### src/rtl/byte_mix_columns_serial_if.sv
// Byte-serial MixColumns stage bus: upstream byte stream in, transformed byte stream out.
interface byte_mix_columns_serial_if;
  logic [7:0] data_in;
  logic       in_valid;
  logic       mode;
  logic       bypass;
  logic [7:0] data_out;
  logic       out_valid;
  logic       block_done;

  modport master (
    output data_in, in_valid, mode, bypass,
    input  data_out, out_valid, block_done
  );

  modport slave (
    input  data_in, in_valid, mode, bypass,
    output data_out, out_valid, block_done
  );
endinterface

### src/rtl/byte_mix_columns_serial.sv
// Byte-serial AES MixColumns / InvMixColumns stage with column double buffering.
// Optional feature macro: MIX_COLUMNS_INV_EN (compiles in InvMixColumns; mode selects direction).
module byte_mix_columns_serial (
  input  logic                       clk,
  input  logic                       rst,
  byte_mix_columns_serial_if.slave   bus
);

  localparam int unsigned BYTE_W = 8;
  localparam int unsigned IDX_W  = 2;
  localparam int unsigned CNT_W  = 3;
  localparam int unsigned BLK_W  = 4;

  logic [IDX_W-1:0]  byte_idx;
  logic [IDX_W-1:0]  col_idx;
  logic [BYTE_W-1:0] cap [4];
  logic              blk_mode;
  logic              blk_bypass;

  logic [BYTE_W-1:0] out_sr [3];
  logic [CNT_W-1:0]  out_cnt;
  logic [BLK_W-1:0]  out_blk;

  logic              col_load_c;
  logic              blk_start_c;
  logic              emit_c;
  logic [BYTE_W-1:0] col_a_c [4];
  logic [BYTE_W-1:0] col_b_c [4];

  // GF(2^8) doubling modulo x^8+x^4+x^3+x+1
  function automatic logic [7:0] xtime(input logic [7:0] x);
    xtime = {x[6:0], 1'b0} ^ (x[7] ? 8'h1b : 8'h00);
  endfunction

  function automatic logic [7:0] mul3(input logic [7:0] x);
    mul3 = xtime(x) ^ x;
  endfunction

`ifdef MIX_COLUMNS_INV_EN
  function automatic logic [7:0] mul9(input logic [7:0] x);
    mul9 = xtime(xtime(xtime(x))) ^ x;
  endfunction

  function automatic logic [7:0] mulb(input logic [7:0] x);
    mulb = xtime(xtime(xtime(x))) ^ xtime(x) ^ x;
  endfunction

  function automatic logic [7:0] muld(input logic [7:0] x);
    muld = xtime(xtime(xtime(x))) ^ xtime(xtime(x)) ^ x;
  endfunction

  function automatic logic [7:0] mule(input logic [7:0] x);
    mule = xtime(xtime(xtime(x))) ^ xtime(xtime(x)) ^ xtime(x);
  endfunction
`endif

  assign col_load_c  = bus.in_valid && (byte_idx == IDX_W'(3));
  assign blk_start_c = bus.in_valid && (byte_idx == IDX_W'(0)) && (col_idx == IDX_W'(0));
  assign emit_c      = col_load_c || (out_cnt > CNT_W'(1));

  // Fourth byte bypasses the capture register so the column transforms on arrival
  always_comb begin
    col_a_c[0] = cap[1];
    col_a_c[1] = cap[2];
    col_a_c[2] = cap[3];
    col_a_c[3] = bus.data_in;
  end

  // Column transform: forward, inverse or pass-through, chosen per block
  always_comb begin
    for (int r = 0; r < 4; r++) begin
      col_b_c[r] = xtime(col_a_c[r]) ^ mul3(col_a_c[(r + 1) % 4])
                 ^ col_a_c[(r + 2) % 4] ^ col_a_c[(r + 3) % 4];
`ifdef MIX_COLUMNS_INV_EN
      if (blk_mode) begin
        col_b_c[r] = mule(col_a_c[r]) ^ mulb(col_a_c[(r + 1) % 4])
                   ^ muld(col_a_c[(r + 2) % 4]) ^ mul9(col_a_c[(r + 3) % 4]);
      end
`endif
      if (blk_bypass) begin
        col_b_c[r] = col_a_c[r];
      end
    end
  end

  // Input side: byte/column indices, capture shift register, per-block mode latch
  always_ff @(posedge clk) begin
    if (rst) begin
      byte_idx   <= '0;
      col_idx    <= '0;
      blk_mode   <= 1'b0;
      blk_bypass <= 1'b0;
      for (int i = 0; i < 4; i++) cap[i] <= '0;
    end else if (bus.in_valid) begin
      byte_idx <= byte_idx + IDX_W'(1);
      if (byte_idx == IDX_W'(3)) col_idx <= col_idx + IDX_W'(1);
      cap[0] <= cap[1];
      cap[1] <= cap[2];
      cap[2] <= cap[3];
      cap[3] <= bus.data_in;
      if (blk_start_c) begin
`ifdef MIX_COLUMNS_INV_EN
        blk_mode <= bus.mode;
`else
        blk_mode <= 1'b0;
`endif
        blk_bypass <= bus.bypass;
      end
    end
  end

`ifndef MIX_COLUMNS_INV_EN
  logic unused_mode;
  assign unused_mode = bus.mode;
`endif

  // Output side: a new column load overrides the tail of the previous one
  always_ff @(posedge clk) begin
    if (rst) begin
      out_cnt       <= '0;
      bus.data_out  <= '0;
      bus.out_valid <= 1'b0;
      for (int i = 0; i < 3; i++) out_sr[i] <= '0;
    end else if (col_load_c) begin
      out_cnt       <= CNT_W'(4);
      bus.data_out  <= col_b_c[0];
      bus.out_valid <= 1'b1;
      out_sr[0]     <= col_b_c[1];
      out_sr[1]     <= col_b_c[2];
      out_sr[2]     <= col_b_c[3];
    end else if (out_cnt > CNT_W'(1)) begin
      out_cnt       <= out_cnt - CNT_W'(1);
      bus.data_out  <= out_sr[0];
      bus.out_valid <= 1'b1;
      out_sr[0]     <= out_sr[1];
      out_sr[1]     <= out_sr[2];
      out_sr[2]     <= '0;
    end else begin
      out_cnt       <= '0;
      bus.data_out  <= '0;
      bus.out_valid <= 1'b0;
    end
  end

  // Output byte counter; block_done marks the 16th byte of each block
  always_ff @(posedge clk) begin
    if (rst) begin
      out_blk        <= '0;
      bus.block_done <= 1'b0;
    end else begin
      if (emit_c) out_blk <= out_blk + BLK_W'(1);
      bus.block_done <= emit_c && (out_blk == BLK_W'(15));
    end
  end

endmodule

### src/flat_wrapper.sv
// flat-port wrapper written by rule: the top's interface ports become plain ports
module byte_mix_columns_serial_flat 
  (clk, rst, bus_data_in, bus_in_valid, bus_mode, bus_bypass, bus_data_out, bus_out_valid, bus_block_done);
  byte_mix_columns_serial_if bus_i ();
  input  logic clk;
  input  logic rst;
  input wire logic [$bits(bus_i.data_in)-1:0] bus_data_in;
  input wire logic [$bits(bus_i.in_valid)-1:0] bus_in_valid;
  input wire logic [$bits(bus_i.mode)-1:0] bus_mode;
  input wire logic [$bits(bus_i.bypass)-1:0] bus_bypass;
  output wire logic [$bits(bus_i.data_out)-1:0] bus_data_out;
  output wire logic [$bits(bus_i.out_valid)-1:0] bus_out_valid;
  output wire logic [$bits(bus_i.block_done)-1:0] bus_block_done;
  assign bus_i.data_in = bus_data_in;
  assign bus_i.in_valid = bus_in_valid;
  assign bus_i.mode = bus_mode;
  assign bus_i.bypass = bus_bypass;
  assign bus_data_out = bus_i.data_out;
  assign bus_out_valid = bus_i.out_valid;
  assign bus_block_done = bus_i.block_done;
  byte_mix_columns_serial u_core (.clk(clk), .rst(rst), .bus(bus_i));
endmodule
### config.mk
export PLATFORM = sky130hd
export DESIGN_NAME = byte_mix_columns_serial_flat
export DESIGN_NICKNAME = d
export VERILOG_FILES = /design/src/rtl/byte_mix_columns_serial_if.sv /design/src/rtl/byte_mix_columns_serial.sv /design/src/flat_wrapper.sv
export SDC_FILE = /design/constraint.sdc
export NUM_CORES = 1
export LEC_CHECK = 0
export BUFFER_PORTS_ARGS = -buffer_cell sky130_fd_sc_hd__buf_2
export CORE_MARGIN = 4
export CORE_UTILIZATION = 25
export CTS_BUF_LIST = sky130_fd_sc_hd__clkbuf_4
export DETAILED_ROUTE_END_ITERATION = 12
export PLACE_DENSITY = 0.36
export SKIP_LAST_GASP = 1
export SYNTH_ARGS = -nofsm -noshare
export SYNTH_HDL_FRONTEND = slang
export SYNTH_SLANG_ARGS = --single-unit
### constraint.sdc
create_clock -name clk -period 2.3 [get_ports clk]
set_input_delay 0.23 -clock clk [delete_from_list [all_inputs] [get_ports clk]]
set_output_delay 0.23 -clock clk [all_outputs]
set_load 0.01 [all_outputs]
Yosys cells after proc, flatten, opt, wreduce, memory -nomap -nowiden
Memories as Yosys holds them, arrays and structs flattened.
Index checks and enable logic that the tools add are counted.
- register bits: 22
- memory bits (read-only): 0
- input port bits: 13
- output and inout bits: 10
- latch bits: 0
- memories: 2
- memory bits (writable): 56
- $mul: 0
- shift-type cells: 0
- magnitude comparators: 1
- bitwise logic cells: 31
- equal/unequal tests: 2
- add/subtract/negate cells: 4
- divide/modulo/power cells: 0
- muxes and demuxes: 35
- reduce and logical (&&, ||, !) cells: 10
- memory list (memory ; words ; width ; read ports ; clocked after memory_dff ; wr ports ; line ; text):
    u_core.cap ; 4 ; 8 ; 3 ; 0 ; 4 ; byte_mix_columns_serial.sv:16 ; logic [BYTE_W-1:0] cap [4];
    u_core.out_sr ; 3 ; 8 ; 3 ; 0 ; 3 ; byte_mix_columns_serial.sv:20 ; logic [BYTE_W-1:0] out_sr [3];
- operator list (kind ; count):
    8-bit XOR ; 19
    8-bit 2-to-1 mux ; 16
    5-bit 2-to-1 mux ; 4
    1-bit 2-to-1 mux ; 13
    1-bit OR ; 10
    8-bit by 5-bit XOR with 8-bit output ; 1
    3-bit 2-to-1 mux ; 2
    2-bit by 1-bit adder with 2-bit output, second input constant ; 2
    4-bit by 1-bit adder with 4-bit output, second input constant ; 1
    4-bit == test, second input constant ; 1
    1-bit logical AND ; 4
    2-bit zero test ; 2
    2-bit AND reduction ; 2
    3-bit by 1-bit > comparator with 1-bit output, second input constant ; 1
    3-bit OR reduction ; 1
    3-bit by 1-bit subtractor with 3-bit output, second input constant ; 1
    2-bit == test, second input constant ; 1
    1-bit logical OR ; 1
    1-bit inverter ; 1

Longest topological paths before layout
Gate-level depths: netlist (run 1).
An unclocked memory read counts as a cell.
- word-level depth: 10
- depth in mapped cells: 7

Worst setup path before layout (run 1)
Ideal clock, no wire load.
- path kind: reg-to-reg
- start: register u_core.out_cnt[1]
- end: memory u_core.out_sr[0][0] (enable)
- stages on the path, launching flop included: 5
- slack: 0.416 ns
- data arrival time: 1.393 ns
- buffers on the path: 0
- data required time: 1.809 ns
- setup time: 0.491 ns
- clock period less this slack: 1.884 ns
- cell sequence: dfxtp_1 inv_1 ha_1 o21bai_1 nand3_1
- RTL lines (element ; line ; text):
    start, declared ; byte_mix_columns_serial.sv:21 ; logic [CNT_W-1:0] out_cnt;
    start signal, assigned ; byte_mix_columns_serial.sv:132 ; out_cnt <= out_cnt - CNT_W'(1);
    end, declared ; byte_mix_columns_serial.sv:20 ;

==> impl_metrics.toml, run 1 <==
[placement]
dp.cells = 529
pre_cts_ws_ns = 0.504
globalplace.congestion = 0.674
portbufs = 21
dp_hpwl_um = 5600

[cts]
cts_inserted_buffers = 9
htree_levels = 3
insertion_delay_ns = 0.44
clk_path_buf_depth = 2
cts.clk_slew.worst_paths_ns = 0.12
clock_sink_count = 70
tritoncts_clock_tree = "built"
post_cts.resized_instances = 0
cts-root-buf = "clkbuf_4"

[synthesis]
ys_dominant_reg_cell = "edfxtp_1"
ys_ff_latch = 70
number_of_enable_flip_flop_cells_after_synthesis = 48
yosys_warnings = 0
post_syn_area_um2 = 3830
syn-instance-count = 331
cells_taking_the_most_area_after_synthesis = "edfxtp_1 (38%), xnor2_1 (19%), dfxtp_1 (11%)"
synth_cell_type_count = 34
share_of_async_settable_or_async_resettable_flops_after_synthesis_pct = 0
synth_top_area_cell = "edfxtp_1"
synth_area_per_cell_um2 = 11.6
post_synthesis_sequential_area_ratio_pct = 49.1
post-synth-top-area-fraction_pct = 37.6
syn_nets = 350

[route]
detailroute.via_count = 2412
drt_iter0_drc = 142
detailedRoute.firstPassIterationCount = 4
routed_via_density = 4.40
drtAntennaViolNets = 0
drc = 0
wire_per_inst_um = 16.2
wl_um = 8880

[setup_path]
cp.arrival_ns = 1.98
cp_data_required_time_ns = 2.50
startpoint_of_the_worst_slack_reg_to_reg_timing_path = "u_core.cap[0][15]$_SDFFCE_PN0P_"
setup.worst_path.end_class = "flop"
reg2regPathDepth = 4
worstSetupStartpointType = "flop"
kind_of_critical_path = "flop to flop"
r2r_setup_slk_ns = 0.52
rr_endpoint = "u_core.out_sr[0][23]$_SDFFCE_PP0P_"
crit_path_max_fanout = 5

[global_route]
grt_max_degree = 33
grt_remaining_overflow = 0
grt_util_all_layers_pct = 11.0
grt_pass1_vias = 2538
grt_pass1_wl_um = 14700
initial_antenna_violation_count = 1

[floorplan]
initial_core_utilization_pct = 26.0
ios = 23
rows = 44
die_x_um = 132
core_area_um2 = 14800
floorplan.die_area_um2 = 17400
die-height_um = 132

[cells_and_area]
drive_gt1_share_pct = 14.1
filler_cells_inserted = 1548
area_overhead_of_the_layout_relative_to_synthesis_pct = 12.9
design.final.nets = 376
final_core_utilization_pct = 29.3
final_cells = 548

[worst_hold_path]
hold_path_depth = 3
min_path_type = "primary input to flop"
hold_path.startpoint = "bus_in_valid"
min_delay_worst_endpoint = "u_core.col_idx[1]$_SDFFE_PP0N_"

[timing]
fin_setup_tns_ns = 0
rsz_0062_raised_after_global_routing = "no"
max_slew_margin_pct = 60.0
worst_path_setup_slack_after_routing_ns = 0.521
setup_violating_endpoint_count_in_the_final_report = 0
finalHoldViolCount = 0
clock-skew-final_ns = 0.0246
fmaxAchievable_mhz = 562
finalWorstPathRequiredPeriod_ns = 1.78
report.final.slew_viol_count = 0
max_slew.worst_pin.slew_ns = 0.599
fin_crit_sh_pct = 77.4

[pwr]
cellPowerDensity_nw_per_um2 = 850
power.total_w = 0.00368
ir_drop_v = 0.000402
power_leakage_nw = 1.55

[run]
maxCapViolations = 0

[run_status]
status = "completed"
==> repair_timing <==
| item | in CTS | in global routing |
|---|---|---|
| hold buffers | 1 | 0 |
| buffers inserted | 0 | 0 |
| endpoints found under the hold margin | 1 | 0 |
==> cells by family after synthesis <==
| family | count (synthesis) | share of synthesized area (%) |
|---|---|---|
| AOI/OAI and AO/OA | 66 | 11.2 |
| xor gates and xnor gates | 113 | 26.9 |
| adders and majority gates | 6 | 1.96 |
| buffers and inverters | 21 | 2.45 |
| DFF | 70 | 49.1 |
| muxes | 3 | 0.784 |
| and+or+nand+nor | 52 | 7.58 |
==> sequential cells by signal, summed over array words and instances (netlist names) <==
signal and flops:
u_core.bus.block_done 1, u_core.col_idx 2, u_core.bus.out_valid 1, u_core.out_sr 24, u_core.bus.data_out 8, u_core.out_cnt 3
u_core.byte_idx 2, u_core.blk_bypass 1, u_core.cap 24, u_core.out_blk 4
==> worst max-delay path, stage by stage (launching register included) <==
cell      delay, ns
edfxtp_1       0.54
xnor2_2        0.50
xnor2_1        0.16
xnor2_1        0.14
a22o_2         0.20
==> layout make-up <==
cell class	count	area, µm²	share of cell area, %
flip-flops and latches	70	1880	43.5
multi-input cells	240	1860	42.9
well taps	184	230	5.32
repair buffers	29	193	4.45
clock buffers	13	97.6	2.26
clock inverters	3	37.5	0.868
inverters	7	26.3	0.607
diodes	2	5.00	0.116
==> synth_stat cells (all sizes together), types with 2 or more instances <==
cell type  instances
o21ai             25
ha                 6
nor2               8
nand3              5
a21boi             2
and2              25
a22o               7
dfxtp             22
a21oi              7
a22oi             22
nand2              7
clkbuf             7
xor2              26
mux2i              3
xnor2             87
inv                7
edfxtp            48
a21o               2
buf                7
==> worst max path at each step <==
stage,startpoint,to,slack [ns],cells past startpoint
after global placement,u_core.out_cnt[0]$_SDFF_PP0_,u_core.out_sr[0][1]$_DFFE_PP_,0.52,5
after global routing,u_core.byte_idx[0]$_SDFFE_PP0P_,u_core.out_sr[0][0]$_DFFE_PP_,0.35,6
after floorplan,u_core.out_cnt[1]$_SDFF_PP0_,u_core.out_sr[0][0]$_DFFE_PP_,0.42,4
after CTS,u_core.byte_idx[0]$_SDFFE_PP0P_,u_core.out_sr[0][14]$_DFFE_PP_,0.48,6
after detailed placement,bus_in_valid,u_core.out_sr[0][14]$_DFFE_PP_,0.50,6
final,u_core.cap[0][15]$_SDFFCE_PN0P_,u_core.out_sr[0][23]$_SDFFCE_PP0P_,0.52,4
==> placed cells by master, fill, tap and decap left out, drive strengths merged, types with 2 or more instances in the layout <==
| cell type | Yosys | layout |
|---|---|---|
| mux2i | 3 | 3 |
| a21oi | 7 | 7 |
| inv | 7 | 8 |
| and2 | 25 | 25 |
| a21boi | 2 | 2 |
| nor2 | 8 | 8 |
| buf | 7 | 28 |
| diode | 0 | 2 |
| a22o | 7 | 7 |
| a21o | 2 | 2 |
| nand3 | 5 | 5 |
| ha | 6 | 6 |
| xor2 | 26 | 26 |
| dfxtp | 22 | 22 |
| clkbuf | 7 | 13 |
| xnor2 | 87 | 87 |
| a22oi | 22 | 22 |
| edfxtp | 48 | 48 |
| nand2 | 7 | 7 |
| o21ai | 25 | 25 |
==> routing by layer <==
metal  track usage [%]  up-vias  share of wire (%)
li1                  -     1203                  -
met1              15.5     1170                 52
met2              16.1       26                 44
met3              2.33       13                1.8
met4              5.25        0                2.3
met5                 0        -                  0
==> report_power, final <==
part / internal, W / total, W / switching [W]
clock: 0.000376 / 0.000833 / 0.000457
combinational: 0.000480 / 0.00106 / 0.000580
sequential: 0.00165 / 0.00179 / 0.000134
==> through the flow <==
stage,hold slack [ns],area [µm²]
after floorplan,0.307,3830
final,0.124,4330
after CTS,0.0663,4320
after global routing,0.0854,4330
after detailed placement,0.456,4180
after global placement,0.447,4180
Note: power is estimated with default switching activity, not from simulation.
==> run 2, diff against run 1 <==
Clock period 2.3 ns to 1.83 ns, I/O delays scaled along.
==> run 2 against run 1 <==
  * Global-route usage down 0.13 points
  * Maximum frequency up 8.4%
  * Wire length down 0.11%
  * Critical path type unchanged
  * Non-clock buffer count up 29
  * Flip-flop and latch count unchanged
  * Combinational power up 42%
==> impl_metrics.toml, run 2 (synthesized netlist as in run 1, its figures left out) <==
[worst_hold_path]
hold_path.startpoint = "bus_in_valid"
min_path_type = "primary input to flop"

[timing]
max_slew_margin_pct = 67.7
rsz_0062_raised_after_global_routing = "no"
clock-skew-final_ns = 0.0192
finalHoldViolCount = 0
finalWorstPathRequiredPeriod_ns = 1.64
fmaxAchievable_mhz = 609
worst_path_setup_slack_after_routing_ns = 0.189
setup_violating_endpoint_count_in_the_final_report = 0
report.final.slew_viol_count = 0
fin_setup_tns_ns = 0
max_slew.worst_pin.slew_ns = 0.482
fin_crit_sh_pct = 89.7

[cells_and_area]
drive_gt1_share_pct = 19.9
layout.cells.most_common = "xnor2_1"
largestRegisters = "u_core.cap: 24 flops, u_core.out_sr: 24 flops, u_core.bus.data_out: 8 flops"
filler_cells_inserted = 1570
area_overhead_of_the_layout_relative_to_synthesis_pct = 19.3
design.final.nets = 405
ff_latch_area_um2 = 1880
layout_common_cells = "xnor2_1 (84), edfxtp_1 (48), buf_4 (29)"
multiInputGateArea_um2 = 1860

[floorplan]
ios = 23
die_x_um = 132
rows = 44
floorplan.die_area_um2 = 17400
initial_core_utilization_pct = 26.0
die-height_um = 132
core_area_um2 = 14800

[pwr]
power_leakage_nw = 1.70
cellPowerDensity_nw_per_um2 = 1010
ir_drop_v = 0.000466

[placement]
globalplace.congestion = 0.698
pre_cts_ws_ns = 0.194
dp_hpwl_um = 5920
portbufs = 21

[run_status]
status = "completed"

[cts]
htree_levels = 3
cts.clk_slew.worst_paths_ns = 0.12
tritoncts_clock_tree = "built"
clock_sink_count = 70
insertion_delay_ns = 0.46
postCtsSetupBuffers = 0
post_cts.resized_instances = 0
cts-root-buf = "clkbuf_4"
clk_path_buf_depth = 2
cts_inserted_buffers = 9
postCtsHoldBufs = 3

[route]
drtAntennaViolNets = 0
detailedRoute.firstPassIterationCount = 4
drt_iter0_drc = 148
wl_um = 8870
detailroute.via_count = 2487
routed_via_density = 4.30
wire_per_inst_um = 15.3
drc = 0

[global_route]
grt_pass1_wl_um = 14500
grt_util_all_layers_pct = 10.9
initial_antenna_violation_count = 2
grt_pass1_vias = 2605
grt_remaining_overflow = 0
grt_max_degree = 33

[setup_path]
cp_data_required_time_ns = 2.03
kind_of_critical_path = "flop to flop"
setup.worst_path.end_class = "flop"
crit_path_max_fanout = 5
worstSetupStartpointType = "flop"
startpoint_of_the_worst_slack_reg_to_reg_timing_path = "u_core.cap[0][23]$_SDFFCE_PN0P_"
cp.arrival_ns = 1.84
critPathLaunch = "u_core.cap[0][23]$_SDFFCE_PN0P_"

[run]
maxCapViolations = 0
## run 2: cell count changes in the layout (fill, tap and decap cells not counted), sizes merged
cell,change
inv,-1
dlygate4sd3,+2
clkinv,+2
bufinv,-1
buf,+27
diode,+1
## run 2: path summary, 6_finish.rpt
check                                    to  slack [ns]  cells past startpoint
max           u_core.out_sr[0][4]$_DFFE_PP_        0.19                      5
max reg2reg   u_core.out_sr[0][4]$_DFFE_PP_        0.19                      5
min          u_core.col_idx[1]$_SDFFE_PP0N_        0.06                      3
min reg2reg  u_core.col_idx[1]$_SDFFE_PP0N_        0.47                      2
## run 2: critical path: stages, from the launching register on
cell and delay [ns]:
edfxtp_1 0.55, xnor2_2 0.22, buf_4 0.17, xor2_1 0.21
xnor2_1 0.15, o21ai_0 0.09
## run 2: cell type report
type                    count  share of cell area, %
clock buffers              13                   2.14
inverters                   7                  0.575
repair buffers             58                   9.91
diodes                      3                  0.164
flip-flops and latches     70                   41.2
well taps                 184                   5.04
clock inverters             3                  0.274
multi-input cells         240                   40.7
## run 2: layer usage
layer,wire [µm],track usage (%),part of all wire (%),vias to the layer above
met2,3840,16.1,43,28
met3,226,2.90,2.5,13
met4,210,4.73,2.4,0
met5,0,0,0,-
li1,-,-,-,1255
met1,4590,14.9,52,1191
## run 2: through the flow
| stage | hold slack (ns) | power [W] | util, % | cells | area [µm²] |
|---|---|---|---|---|---|
| 3_3_place_gp | 0.419 | 0.00377 | 30.0 | 556 | 4420 |
| 3_5_place_dp | 0.422 | 0.00378 | 30.0 | 556 | 4420 |
| 6_report | 0.0566 | 0.00463 | 31.0 | 578 | 4570 |
| 5_1_grt | 0.0562 | 0.00496 | 31.0 | 578 | 4570 |
| 2_1_floorplan | 0.260 | 0.00324 | - | 331 | 3840 |
| 4_1_cts | 0.0265 | 0.00472 | 30.9 | 575 | 4560 |
## run 2: where the power goes
part	internal [W]	switching, W	total [W]
clock	0.000331	0.000591	0.000922
combinational	0.000724	0.000772	0.00150
sequential	0.00207	0.000142	0.00222
==> run 3, diff against run 2 <==
Settings changed: BUFFER_PORTS_ARGS -buffer_cell sky130_fd_sc_hd__buf_2 to default, DONT_BUFFER_PORTS from default to 1, PLACE_DENSITY 0.36 to 0.34, SLEW_MARGIN from default to 20.
==> run 3 against run 2 <==
  * Flip-flop and latch count unchanged
  * Combinational power about the same
  * Critical path depth down 1
  * Maximum frequency down 0.23%
  * Sequential power about the same
  * First-iteration DRC count up 4.7%
  * Utilization up 0.39 points
  * Clock skew up 0.0011 ns
  * Largest cell class unchanged
  * Largest power group unchanged
  * Highest routed layer unchanged
==> impl_metrics.toml, run 3 (synthesized netlist as in run 1, its figures left out) <==
[setup_path]
setup.worst_path.end_class = "flop"
crit_path_end = "u_core.out_sr[0][16]$_SDFFCE_PP0P_"
timing.critical_path.cells = "xor2_4 > xor2_1 > xnor2_1 > a22o_1"
critPathLaunch = "u_core.cap[0][15]$_SDFFCE_PN0P_"
cp_data_required_time_ns = 2.06
startpoint_of_the_worst_slack_reg_to_reg_timing_path = "u_core.cap[0][15]$_SDFFCE_PN0P_"
r2r_setup_slk_ns = 0.19
kind_of_critical_path = "flop to flop"
cp.arrival_ns = 1.88
crit_path_max_fanout = 6
worstSetupStartpointType = "flop"
reg2regPathDepth = 4
rr_endpoint = "u_core.out_sr[0][16]$_SDFFCE_PP0P_"
cpMaxStageDelayCell = "edfxtp_1"
critical-path-max-stage-delay_ns = 0.54

[cts]
htree_levels = 3
insertion_delay_ns = 0.46
clk_path_buf_depth = 2
cts_inserted_buffers = 9
tritoncts_clock_tree = "built"
cts-root-buf = "clkbuf_4"
cts.clk_slew.worst_paths_ns = 0.13
clock_sink_count = 70

[run_status]
status = "completed"

[timing]
finalWorstPathRequiredPeriod_ns = 1.64
setup_violating_endpoint_count_in_the_final_report = 0
fin_setup_tns_ns = 0
report.final.slew_viol_count = 0
rsz_0062_raised_after_global_routing = "no"
clock-skew-final_ns = 0.0202
fin_crit_sh_pct = 89.9
fmaxAchievable_mhz = 608
finalHoldViolCount = 0
max_slew_margin_pct = 67.6
max_slew.worst_pin.slew_ns = 0.482

[global_route]
grt_pass1_vias = 2466
grt_max_degree = 33
grt_remaining_overflow = 0
grt_util_all_layers_pct = 11.3
grt_pass1_wl_um = 14800
initial_antenna_violation_count = 0

[route]
top_layer_used = "met4"
wire_per_inst_um = 16.6
met2_wirelength_um = 4150
wl_um = 9390
drc = 0
met3WireLength_um = 458
drtAntennaViolNets = 0
drt_iter0_drc = 155
detailedRoute.firstPassIterationCount = 4
detailroute.via_count = 2503
met1Wirelength_um = 4660
routed_via_density = 4.41

[floorplan]
die-height_um = 132
floorplan.die_area_um2 = 17400
rows = 44
ios = 23
die_x_um = 132
core_area_um2 = 14800
initial_core_utilization_pct = 26.0

[cells_and_area]
layout.cells.most_common = "xnor2_1"
area_overhead_of_the_layout_relative_to_synthesis_pct = 20.8
largestRegisters = "u_core.cap: 24 flops, u_core.out_sr: 24 flops, u_core.bus.data_out: 8 flops"
antenna-diode-count = 0
finish.instance_area_um2 = 4630
layout_common_cells = "xnor2_1 (84), edfxtp_1 (48), buf_4 (33)"
drive_gt1_share_pct = 16.2
final_core_utilization_pct = 31.4
design.final.nets = 397

[run]
maxCapViolations = 0

[worst_hold_path]
hold_path.startpoint = "bus_data_in[6]"
min_path_type = "primary input to flop"

[placement]
portbufs = 0
placed_cell_area_um2 = 4350
globalplace.congestion = 0.684
dp_hpwl_um = 6070

[pwr]
power_leakage_nw = 1.68
cellPowerDensity_nw_per_um2 = 1060
ir_drop_v = 0.000736
run 3: layout make-up:
cell class                      instances  area, µm²
Clock buffer                           10       75.1
Tap cell                              184        230
Fill cell                            1527      10100
Multi-Input combinational cell        240       1860
Sequential cell                        70       1880
Clock inverter                          6       85.1
Timing Repair Buffer                   50        468
Inverter                                7       26.3
run 3: layer usage:
layer / GRT usage (%) / vias up
met3: 4.24 / 8
met2: 16.6 / 36
met5: 0 / -
li1: - / 1241
met1: 15.6 / 1218
met4: 3.50 / 0
run 3: how the worst min path moves through the flow:
stage / slack [ns] / cells past startpoint / endpoint
2_1_floorplan: 0.26 / 1 / u_core.bus.out_valid$_SDFF_PP0_
4_1_cts: 0.008 / 2 / u_core.out_sr[0][23]$_SDFFCE_PP0P_
3_3_place_gp: 0.26 / 1 / u_core.out_cnt[2]$_SDFF_PP0_
3_5_place_dp: 0.26 / 1 / u_core.out_cnt[2]$_SDFF_PP0_
5_1_grt: 0.02 / 2 / u_core.out_sr[0][23]$_SDFFCE_PP0P_
6_report: 0.05 / 2 / u_core.out_sr[0][23]$_SDFFCE_PP0P_
run 3: report_power, final:
group	switching (W)	internal, W
logic	0.000751	0.000714
registers	0.000160	0.00208
clock network	0.000627	0.000565
run 3: stage by stage:
| step | hold WS, ns | setup WS, ns | total power, W | instances |
|---|---|---|---|---|
| 2_1_floorplan | 0.260 | 0.138 | 0.00324 | 331 |
| 3_3_place_gp | 0.256 | 0.196 | 0.00373 | 539 |
| 3_5_place_dp | 0.258 | 0.185 | 0.00373 | 539 |
| 4_1_cts | 0.00784 | 0.160 | 0.00497 | 566 |
| 5_1_grt | 0.0152 | 0.0747 | 0.00520 | 567 |
| 6_report | 0.0535 | 0.186 | 0.00489 | 567 |
run 3: worst max-delay path: cells and delay by family (launching register included):
family / cells / cell delay, ns
AOI/OAI and AO/OA: 1 / 0.17
DFF: 1 / 0.54
xor gates and xnor gates: 3 / 0.70
run 3: what timing repair did:
action	in CTS	in global routing
buffers inserted	0	0
endpoints found under the hold margin	32	1
resized for setup	0	0
hold buffers	11	1
